--- config.mk ---
export PLATFORM = sky130hd
export DESIGN_NAME = pipelined_barrel_shifter
export DESIGN_NICKNAME = d
export VERILOG_FILES = /design/src/rtl/pipelined_barrel_shifter.sv
export SDC_FILE = /design/constraint.sdc
export NUM_CORES = 1
export LEC_CHECK = 0
export BUFFER_PORTS_ARGS = -buffer_cell sky130_fd_sc_hd__buf_2
export CELL_PAD_IN_SITES_DETAIL_PLACEMENT = 1
export CELL_PAD_IN_SITES_GLOBAL_PLACEMENT = 1
export CORE_AREA = 2 2 116 129
export DETAILED_ROUTE_END_ITERATION = 16
export DIE_AREA = 0 0 118 131
export PLACE_DENSITY_LB_ADDON = 0.1
export SLEW_MARGIN = 20
export SYNTH_ARGS = -nofsm -noshare
export SYNTH_HDL_FRONTEND = slang
export SYNTH_SLANG_ARGS = --single-unit
--- constraint.sdc ---
create_clock -name clk -period 3.4 [get_ports clk]
set_clock_uncertainty 0.15 [all_clocks]
set_input_delay 0 -clock clk [delete_from_list [all_inputs] [get_ports clk]]
set_output_delay 0 -clock clk [all_outputs]
set_load 0.01 [all_outputs]
--- src/rtl/pipelined_barrel_shifter.sv ---
// Pipelined barrel shifter with valid/ready handshakes on both sides.
//
// The LOG_W shift layers (layer k moves the word by 2**k when len[k] is set) are spread over
// PIPE_STAGES register stages. Every stage register carries the partial result plus the
// operand's len, direction, mode and fill bit, so later stages can finish the shift. Each
// stage accepts a new operand whenever it is empty or its content moves on, so bubbles
// collapse and throughput is one operand per cycle.
//
// Ports:
//   clk        rising-edge clock
//   rst_n      synchronous active-low reset; flushes every stage
//   in_valid   operand present
//   in_ready   operand accepted this cycle (0 while rst_n is low)
//   data       operand
//   len        shift amount, 0..WIDTH-1
//   direction  0 = left, 1 = right
//   mode       00 logical, 01 arithmetic, 10 rotate, 11 treated as logical
//   out_valid  result present (last stage valid flag)
//   out_ready  consumer takes the result this cycle
//   out        result, straight from the last stage register
module pipelined_barrel_shifter #(
  parameter int unsigned WIDTH       = 32,
  parameter int unsigned LOG_W       = $clog2(WIDTH),
  parameter int unsigned PIPE_STAGES = 2
) (
  input  logic             clk,
  input  logic             rst_n,
  input  logic             in_valid,
  output logic             in_ready,
  input  logic [WIDTH-1:0] data,
  input  logic [LOG_W-1:0] len,
  input  logic             direction,
  input  logic [1:0]       mode,
  output logic             out_valid,
  input  logic             out_ready,
  output logic [WIDTH-1:0] out
);

  localparam logic [1:0] ModeArith  = 2'b01;
  localparam logic [1:0] ModeRotate = 2'b10;

  // Stage registers.
  logic [WIDTH-1:0] data_q [PIPE_STAGES];
  logic [WIDTH-1:0] data_d [PIPE_STAGES];
  logic [LOG_W-1:0] len_q  [PIPE_STAGES];
  logic [LOG_W-1:0] len_d  [PIPE_STAGES];
  logic             dir_q  [PIPE_STAGES];
  logic             dir_d  [PIPE_STAGES];
  logic [1:0]       mode_q [PIPE_STAGES];
  logic [1:0]       mode_d [PIPE_STAGES];
  logic             fill_q [PIPE_STAGES];
  logic             fill_d [PIPE_STAGES];
  logic             valid_q [PIPE_STAGES];
  logic             valid_d [PIPE_STAGES];

  // Inputs feeding each stage: the block inputs for stage 0, the previous register otherwise.
  logic [WIDTH-1:0] src_data  [PIPE_STAGES];
  logic [LOG_W-1:0] src_len   [PIPE_STAGES];
  logic             src_dir   [PIPE_STAGES];
  logic [1:0]       src_mode  [PIPE_STAGES];
  logic             src_fill  [PIPE_STAGES];
  logic             src_valid [PIPE_STAGES];

  // Stage s can take a new operand this cycle.
  logic             stage_rdy [PIPE_STAGES];

  // One mux layer: move x by 2**k, wrapping in rotate mode, else filling with fill.
  function automatic logic [WIDTH-1:0] shift_layer(input logic [WIDTH-1:0] x,
                                                   input int unsigned      k,
                                                   input logic             dir,
                                                   input logic [1:0]       md,
                                                   input logic             fill);
    logic [WIDTH-1:0] ones;
    logic [WIDTH-1:0] res;
    int unsigned      amt;
    ones = '1;
    amt  = 32'd1 << k;
    if (md == ModeRotate) begin
      res = dir ? ((x >> amt) | (x << (WIDTH - amt)))
                : ((x << amt) | (x >> (WIDTH - amt)));
    end else if (dir) begin
      res = (x >> amt) | (fill ? ~(ones >> amt) : '0);
    end else begin
      // Fill is only ever set for right shifts, so left shifts always bring in zeros.
      res = x << amt;
    end
    return res;
  endfunction

  // Apply layers lo..hi-1 selected by l.
  function automatic logic [WIDTH-1:0] run_layers(input logic [WIDTH-1:0] x,
                                                  input logic [LOG_W-1:0] l,
                                                  input logic             dir,
                                                  input logic [1:0]       md,
                                                  input logic             fill,
                                                  input int unsigned      lo,
                                                  input int unsigned      hi);
    logic [WIDTH-1:0] acc;
    acc = x;
    for (int unsigned k = 0; k < LOG_W; k++) begin
      if (k >= lo && k < hi && l[k]) begin
        acc = shift_layer(acc, k, dir, md, fill);
      end
    end
    return acc;
  endfunction

  always_comb begin
    src_data[0]  = data;
    src_len[0]   = len;
    src_dir[0]   = direction;
    src_mode[0]  = mode;
    src_fill[0]  = (mode == ModeArith) && direction && data[WIDTH-1];
    src_valid[0] = in_valid;
    for (int s = 1; s < PIPE_STAGES; s++) begin
      src_data[s]  = data_q[s-1];
      src_len[s]   = len_q[s-1];
      src_dir[s]   = dir_q[s-1];
      src_mode[s]  = mode_q[s-1];
      src_fill[s]  = fill_q[s-1];
      src_valid[s] = valid_q[s-1];
    end
  end

  // A stage is ready when the consumer pops or any stage from it to the end holds a bubble;
  // written without a self-referencing chain to keep the ready path a flat reduction.
  always_comb begin
    logic hole;
    for (int s = 0; s < PIPE_STAGES; s++) begin
      hole = 1'b0;
      for (int t = s; t < PIPE_STAGES; t++) begin
        if (!valid_q[t]) begin
          hole = 1'b1;
        end
      end
      stage_rdy[s] = out_ready || hole;
    end
  end

  always_comb begin
    for (int s = 0; s < PIPE_STAGES; s++) begin
      data_d[s]  = data_q[s];
      len_d[s]   = len_q[s];
      dir_d[s]   = dir_q[s];
      mode_d[s]  = mode_q[s];
      fill_d[s]  = fill_q[s];
      valid_d[s] = valid_q[s];
      if (stage_rdy[s]) begin
        valid_d[s] = src_valid[s];
        len_d[s]   = src_len[s];
        dir_d[s]   = src_dir[s];
        mode_d[s]  = src_mode[s];
        fill_d[s]  = src_fill[s];
        data_d[s]  = run_layers(src_data[s], src_len[s], src_dir[s], src_mode[s], src_fill[s],
                                (s * LOG_W) / PIPE_STAGES, ((s + 1) * LOG_W) / PIPE_STAGES);
      end
    end
  end

  always_ff @(posedge clk) begin
    for (int s = 0; s < PIPE_STAGES; s++) begin
      if (!rst_n) begin
        data_q[s]  <= '0;
        len_q[s]   <= '0;
        dir_q[s]   <= 1'b0;
        mode_q[s]  <= '0;
        fill_q[s]  <= 1'b0;
        valid_q[s] <= 1'b0;
      end else begin
        data_q[s]  <= data_d[s];
        len_q[s]   <= len_d[s];
        dir_q[s]   <= dir_d[s];
        mode_q[s]  <= mode_d[s];
        fill_q[s]  <= fill_d[s];
        valid_q[s] <= valid_d[s];
      end
    end
  end

  assign in_ready  = rst_n && stage_rdy[0];
  assign out_valid = valid_q[PIPE_STAGES-1];
  assign out       = data_q[PIPE_STAGES-1];

endmodule

### Word-level counts from Yosys, hierarchy flattened

Memories as Yosys holds them, arrays and structs flattened.
Cells that the tools add are included.
Widths: inputs -> output; s select.

* eq/ne operators: 4
* multiplexer cells: 56
* bitwise gates (word level): 26
* reductions and logical operators: 6

Operator list (number)
* $mux 32: 31
* $or 24x32->32: 2
* $or 28x32->32: 2
* $or 30x32->32: 2
* $or 31x32->32: 2
* $or 16x32->32: 1
* $or 32x1->32: 1
* $or 32x16->32: 1
* $or 32x2->32: 1
* $or 32x4->32: 1
* $or 32x8->32: 1
* $mux 5: 4
* $mux 1: 17
* $or 1x1->1: 12
* $mux 2: 4
* $eq 2x2->1 const B: 2
* $logic_and 1x1->1: 3
* $eq 2x1->1 const B: 1
* $logic_or 1x1->1: 2
* $reduce_and 2->1: 1
* $ne 1x1->1 const B: 1

* register bits: 0
* RAM bits: 84
* input bits: 44
* output and inout port bits: 34
* word-level logic and storage cells: 98
* memories kept: 6

Memories
* data_q: words 2, bits a word 32, read ports 2, clocked after Yosys merged registers in 0, wr ports 2, RTL line 43 `logic [WIDTH-1:0] data_q [PIPE_STAGES];`
* len_q: words 2, bits a word 5, read ports 1, clocked after Yosys merged registers in 0, wr ports 2, RTL line 45 `logic [LOG_W-1:0] len_q [PIPE_STAGES];`
* mode_q: words 2, bits a word 2, read ports 1, clocked after Yosys merged registers in 0, wr ports 2, RTL line 49 `logic [1:0] mode_q [PIPE_STAGES];`
* dir_q: words 2, bits a word 1, read ports 1, clocked after Yosys merged registers in 0, wr ports 2, RTL line 47 `logic dir_q [PIPE_STAGES];`
* fill_q: words 2, bits a word 1, read ports 1, clocked after Yosys merged registers in 0, wr ports 2, RTL line 51 `logic fill_q [PIPE_STAGES];`
* valid_q: words 2, bits a word 1, read ports 2, clocked after Yosys merged registers in 0, wr ports 2, RTL line 53 `logic valid_q [PIPE_STAGES];`

### Longest topological paths before layout

An unclocked memory read counts as a cell.

* word-level depth: 18
* depth in mapped cells: 9
* mapped depth without buffers: 5

### Worst setup path before layout

No wires, ideal clock.

* path type: flip-flop to flip-flop
* start point: mem len_q[0][2] in the netlist's numbering
* end point: mem data_q[1][0]
* library setup time: 0.122 ns
* arrival: 1.465 ns
* required time: 3.128 ns
* path slack: 1.663 ns
* stages on the path, launching flop included: 7
* path buffers: 2
* clock period less this slack: 1.737 ns
* path through: dfxtp_1 > buf_4 > buf_2 > mux2_2 > nand3_1 > o221ai_1 > a221o_1

RTL lines (RTL line)
* start: declaration: 45
* end: declaration: 43

==> impl_results.md <==
- Die height: 131 um
- Count of cell types in the netlist: 64
- Initial antenna violation count: 0
- RSZ-0062 raised after global routing: no
- Die Area: 0.0155 mm2
- Mux share of post-synthesis cell area: 15.6%
- Clock slew at reported path FFs: 0.07 ns
- Largest stage delay, worst path: 0.58 ns
- Vias in the first global route: 6,740
- Status: completed
- CP Launch Type: flip-flop
- Largest net degree at the start of global routing: 62
- Reg2Reg Setup Slack: 0.75 ns
- Share of the yosys chip area belonging to registers: 23.1%
- Crit path required time: 3.48 ns
- Post-Route WL: 25,500 um
- FFs w/ async S/R, synth: 0%
- Peak VDD IR: 0.223 mV
- Final HPWL DP: 18,900 um
- Area Growth Syn to Fin: 12.6%
- Share of cells above drive strength 1: 18.5%
- Post-synthesis simple-gate area fraction: 18.7%
- Critical path arrival: 2.74 ns
- Gpl congestion: 1.00
- Syn. warnings: 0
- Slowest cell on crit path: dfxtp_2
- Worst-path fanout max: 18
- Worst-Skew Late Latency: 0.35 ns
- #FFs+latches synth: 73
- Compound-Gate Fraction of Synth Area: 34.2%
- Syn Area/Cell: 7.76 um2
- DRT iter0 DRCs: 447
- Setup tns final: 0 ns
- Cell Pwr Density: 402 mW/mm2
- Worst Tran Pin Value: 0.863 ns
- Worst min path class: input port to flip-flop
- Reg2reg path depth: 5
- Diode count: 0
- Final Cycle Share: 78.0%
- Crit end category: flip-flop
- Final global-route overflow total: 0
- Number of enable flip-flop cells after synthesis: 1
- Site row count: 46
- TritonCTS clock tree: built
- Routed WL per cell: 23.9 um
- Final Hold Vio Count: 0
- Htree depth: 3
- Max_slew headroom: 42.5%
- Crit-path cells: nor2b_1 -> o21ai_1 -> nor2_1 -> nor3_1 -> a221o_1
- Port-buffer cells: 77
- Via density: 6.38
- Total placed cells including tap cells: 1,035
- Synthesized net count: 865
- Maximum root-to-sink buffer count: 2
- CP startpoint: len_q[0][2]
- Final setup margin: 0.747 ns
- LEAKAGE: 2.76 nW
- First-pass DRT Iterations: 5
- Num CTS Buffers: 9
- Layout Cells excl Fill: 1,066
- Top_reg_cell synth: dfxtp_1
- Worst min-delay path startpoint: data[9]
- Largest family of logic cells by synthesized area: compound AO/OA/AOI/OAI gates
- Largest area contributor in the netlist: dfxtp_1
- DP Area: 0.00671 mm2
- Core area: 0.0142 mm2
- DRC: 0
- Post-synth top area share: 22.6%
- Max-cap violation count: 0
- # clock sinks: 73
- Final Max Slew Viols: 0
- R2r endpoint: data_q[1][13]
- Via count: 6,803
- Global-route wire length before repair: 39,400 um
- # IOs: 78
- Initial core utilization: 44.8%
- Layout Nets: 913
- Overall Global Routing Usage: 32.9%
- Final min period: 2.65 ns
- Finished Core Util: 50.5%
- WHS Path Cells: 5
- Setup-failing EPs final: 0
- Post-synthesis adder-cell area fraction: 0%
- Post-synthesis cell count: 821
- Fmax: 377 MHz
- Post-layout instance area: 0.00717 mm2
- Clock root buffer: clkbuf_16
- Post-Synth XOR/XNOR Area: 0%
- Cell Area, Synth: 0.00637 mm2
- Critical path type: flip-flop to flip-flop
- Setup Fix Bufs, Post-CTS: 0
- Pre-CTS setup slack: 0.975 ns
- R2r startpoint: len_q[0][2]
- Die W: 118 um
- Synth area leaders: dfxtp_1 23%, mux2i_1 11%, nor2_1 5.1%
- Antenna violation net count after detailed routing: 0
- Worst min-delay path endpoint: data_q[0][9]
[critical path, delay by kind of cell (launching register included)]
| family | cells | cell delay, ns |
|---|---|---|
| AOI/OAI and AO/OA | 2 | 0.70 |
| and+or+nand+nor | 3 | 1.11 |
| DFF | 1 | 0.58 |
[worst max path at each step]
stage / endpoint / slack (ns) / cells past startpoint
global placement: data_q[1][13] / 0.98 / 5
global route: data_q[1][13] / 0.65 / 5
finish: data_q[1][13] / 0.75 / 5
floorplan: data_q[1][0] / 1.66 / 6
detailed placement: data_q[1][13] / 0.98 / 5
CTS: data_q[0][28] / 0.88 / 8
[metrics by stage]
stage / power, mW / hold WS (ns)
after floorplan: 1.58 / -0.0109
after global placement: 1.84 / 0.0754
after detailed placement: 1.87 / 0.0960
after CTS: 2.88 / 0.00226
after global routing: 3.00 / 0.0469
final: 2.89 / 0.00103
[state kept, by name, indices dropped and copies added, names as in the netlist]
| register | count |
|---|---|
| data_q | 64 |
| fill_q | 1 |
| valid_q | 2 |
| dir_q | 1 |
| mode_q | 2 |
| len_q | 3 |
[cells in the final DEF (no fill, tap or decap), types with 4 or more instances in the layout]
| cell | instances |
|---|---|
| mux2_2 | 16 |
| o221a_2 | 8 |
| o211ai_1 | 9 |
| inv_1 | 16 |
| a21boi_0 | 8 |
| o21ai_1 | 19 |
| o22ai_1 | 20 |
| dlygate4sd3_1 | 15 |
| o2bb2ai_1 | 5 |
| nor2b_1 | 9 |
| a211oi_2 | 4 |
| o21ai_0 | 32 |
| mux2i_1 | 69 |
| a22o_1 | 4 |
| or3_1 | 5 |
| a222oi_1 | 4 |
| dfxtp_1 | 70 |
| o21a_1 | 7 |
| clkbuf_16 | 9 |
| and2_1 | 21 |
| o22a_1 | 4 |
| buf_2 | 77 |
| nand2_1 | 68 |
| a211o_1 | 6 |
| a21oi_1 | 60 |
| buf_4 | 18 |
| a211oi_1 | 37 |
| nand2b_1 | 9 |
| a221o_1 | 8 |
| a311oi_1 | 5 |
| mux4_2 | 4 |
| nor3_1 | 10 |
| nand3_1 | 35 |
| nor2_1 | 86 |
| o31ai_1 | 30 |
| a21o_1 | 10 |
| o221ai_1 | 7 |
| a31oi_1 | 5 |
[report_power, final]
| part | switching (mW) | leakage [nW] | internal, mW |
|---|---|---|---|
| Clock | 0.407 | 0.150 | 0.596 |
| Sequential | 0.146 | 0.610 | 0.936 |
| Combinational | 0.472 | 2.00 | 0.329 |
| Total | 1.03 | 2.76 | 1.86 |
[routing by layer]
metal  part of all wire [%]  global-route usage, %
met3                    4.1                   2.82
met2                     48                   57.4
met4                    5.6                   19.9
met5                      0                      0
met1                     42                   40.0
[final cells by class]
| cell class | count | area, um2 |
|---|---|---|
| clock buffers | 10 | 239 |
| repair buffers | 112 | 711 |
| clock inverters | 6 | 72.6 |
| multi-input cells | 654 | 4370 |
| inverters | 19 | 71.3 |
| fillers | 1840 | 7040 |
| flip-flops and latches | 73 | 1470 |
| well taps | 192 | 240 |
[logic make-up after synthesis]
logic type,count (synthesis)
AOI/OAI and AO/OA,308
buffers and inverters,94
DFF,73
muxes,92
and+or+nand+nor,254
[Yosys cell counts (9+ instances only)]
cell	count
nand2_1	68
o31ai_1	30
and2_1	21
o22ai_1	20
a211oi_1	37
clkbuf_1	30
nand3_1	35
buf_2	20
a21o_1	10
o21ai_0	32
nor2b_1	9
o21ai_1	19
nand2b_1	9
mux2_2	16
inv_1	16
o211ai_1	9
mux2i_1	69
nor3_1	10
a21oi_1	60
nor2_1	86
buf_6	13
dfxtp_1	72
[timing repair]
action / 4_1_cts / 5_1_grt
resized for setup: 0 / 0
hold buffers: 15 / 0
hold endpoints to repair: 17 / 0
Power figures use the tool's default switching activity.
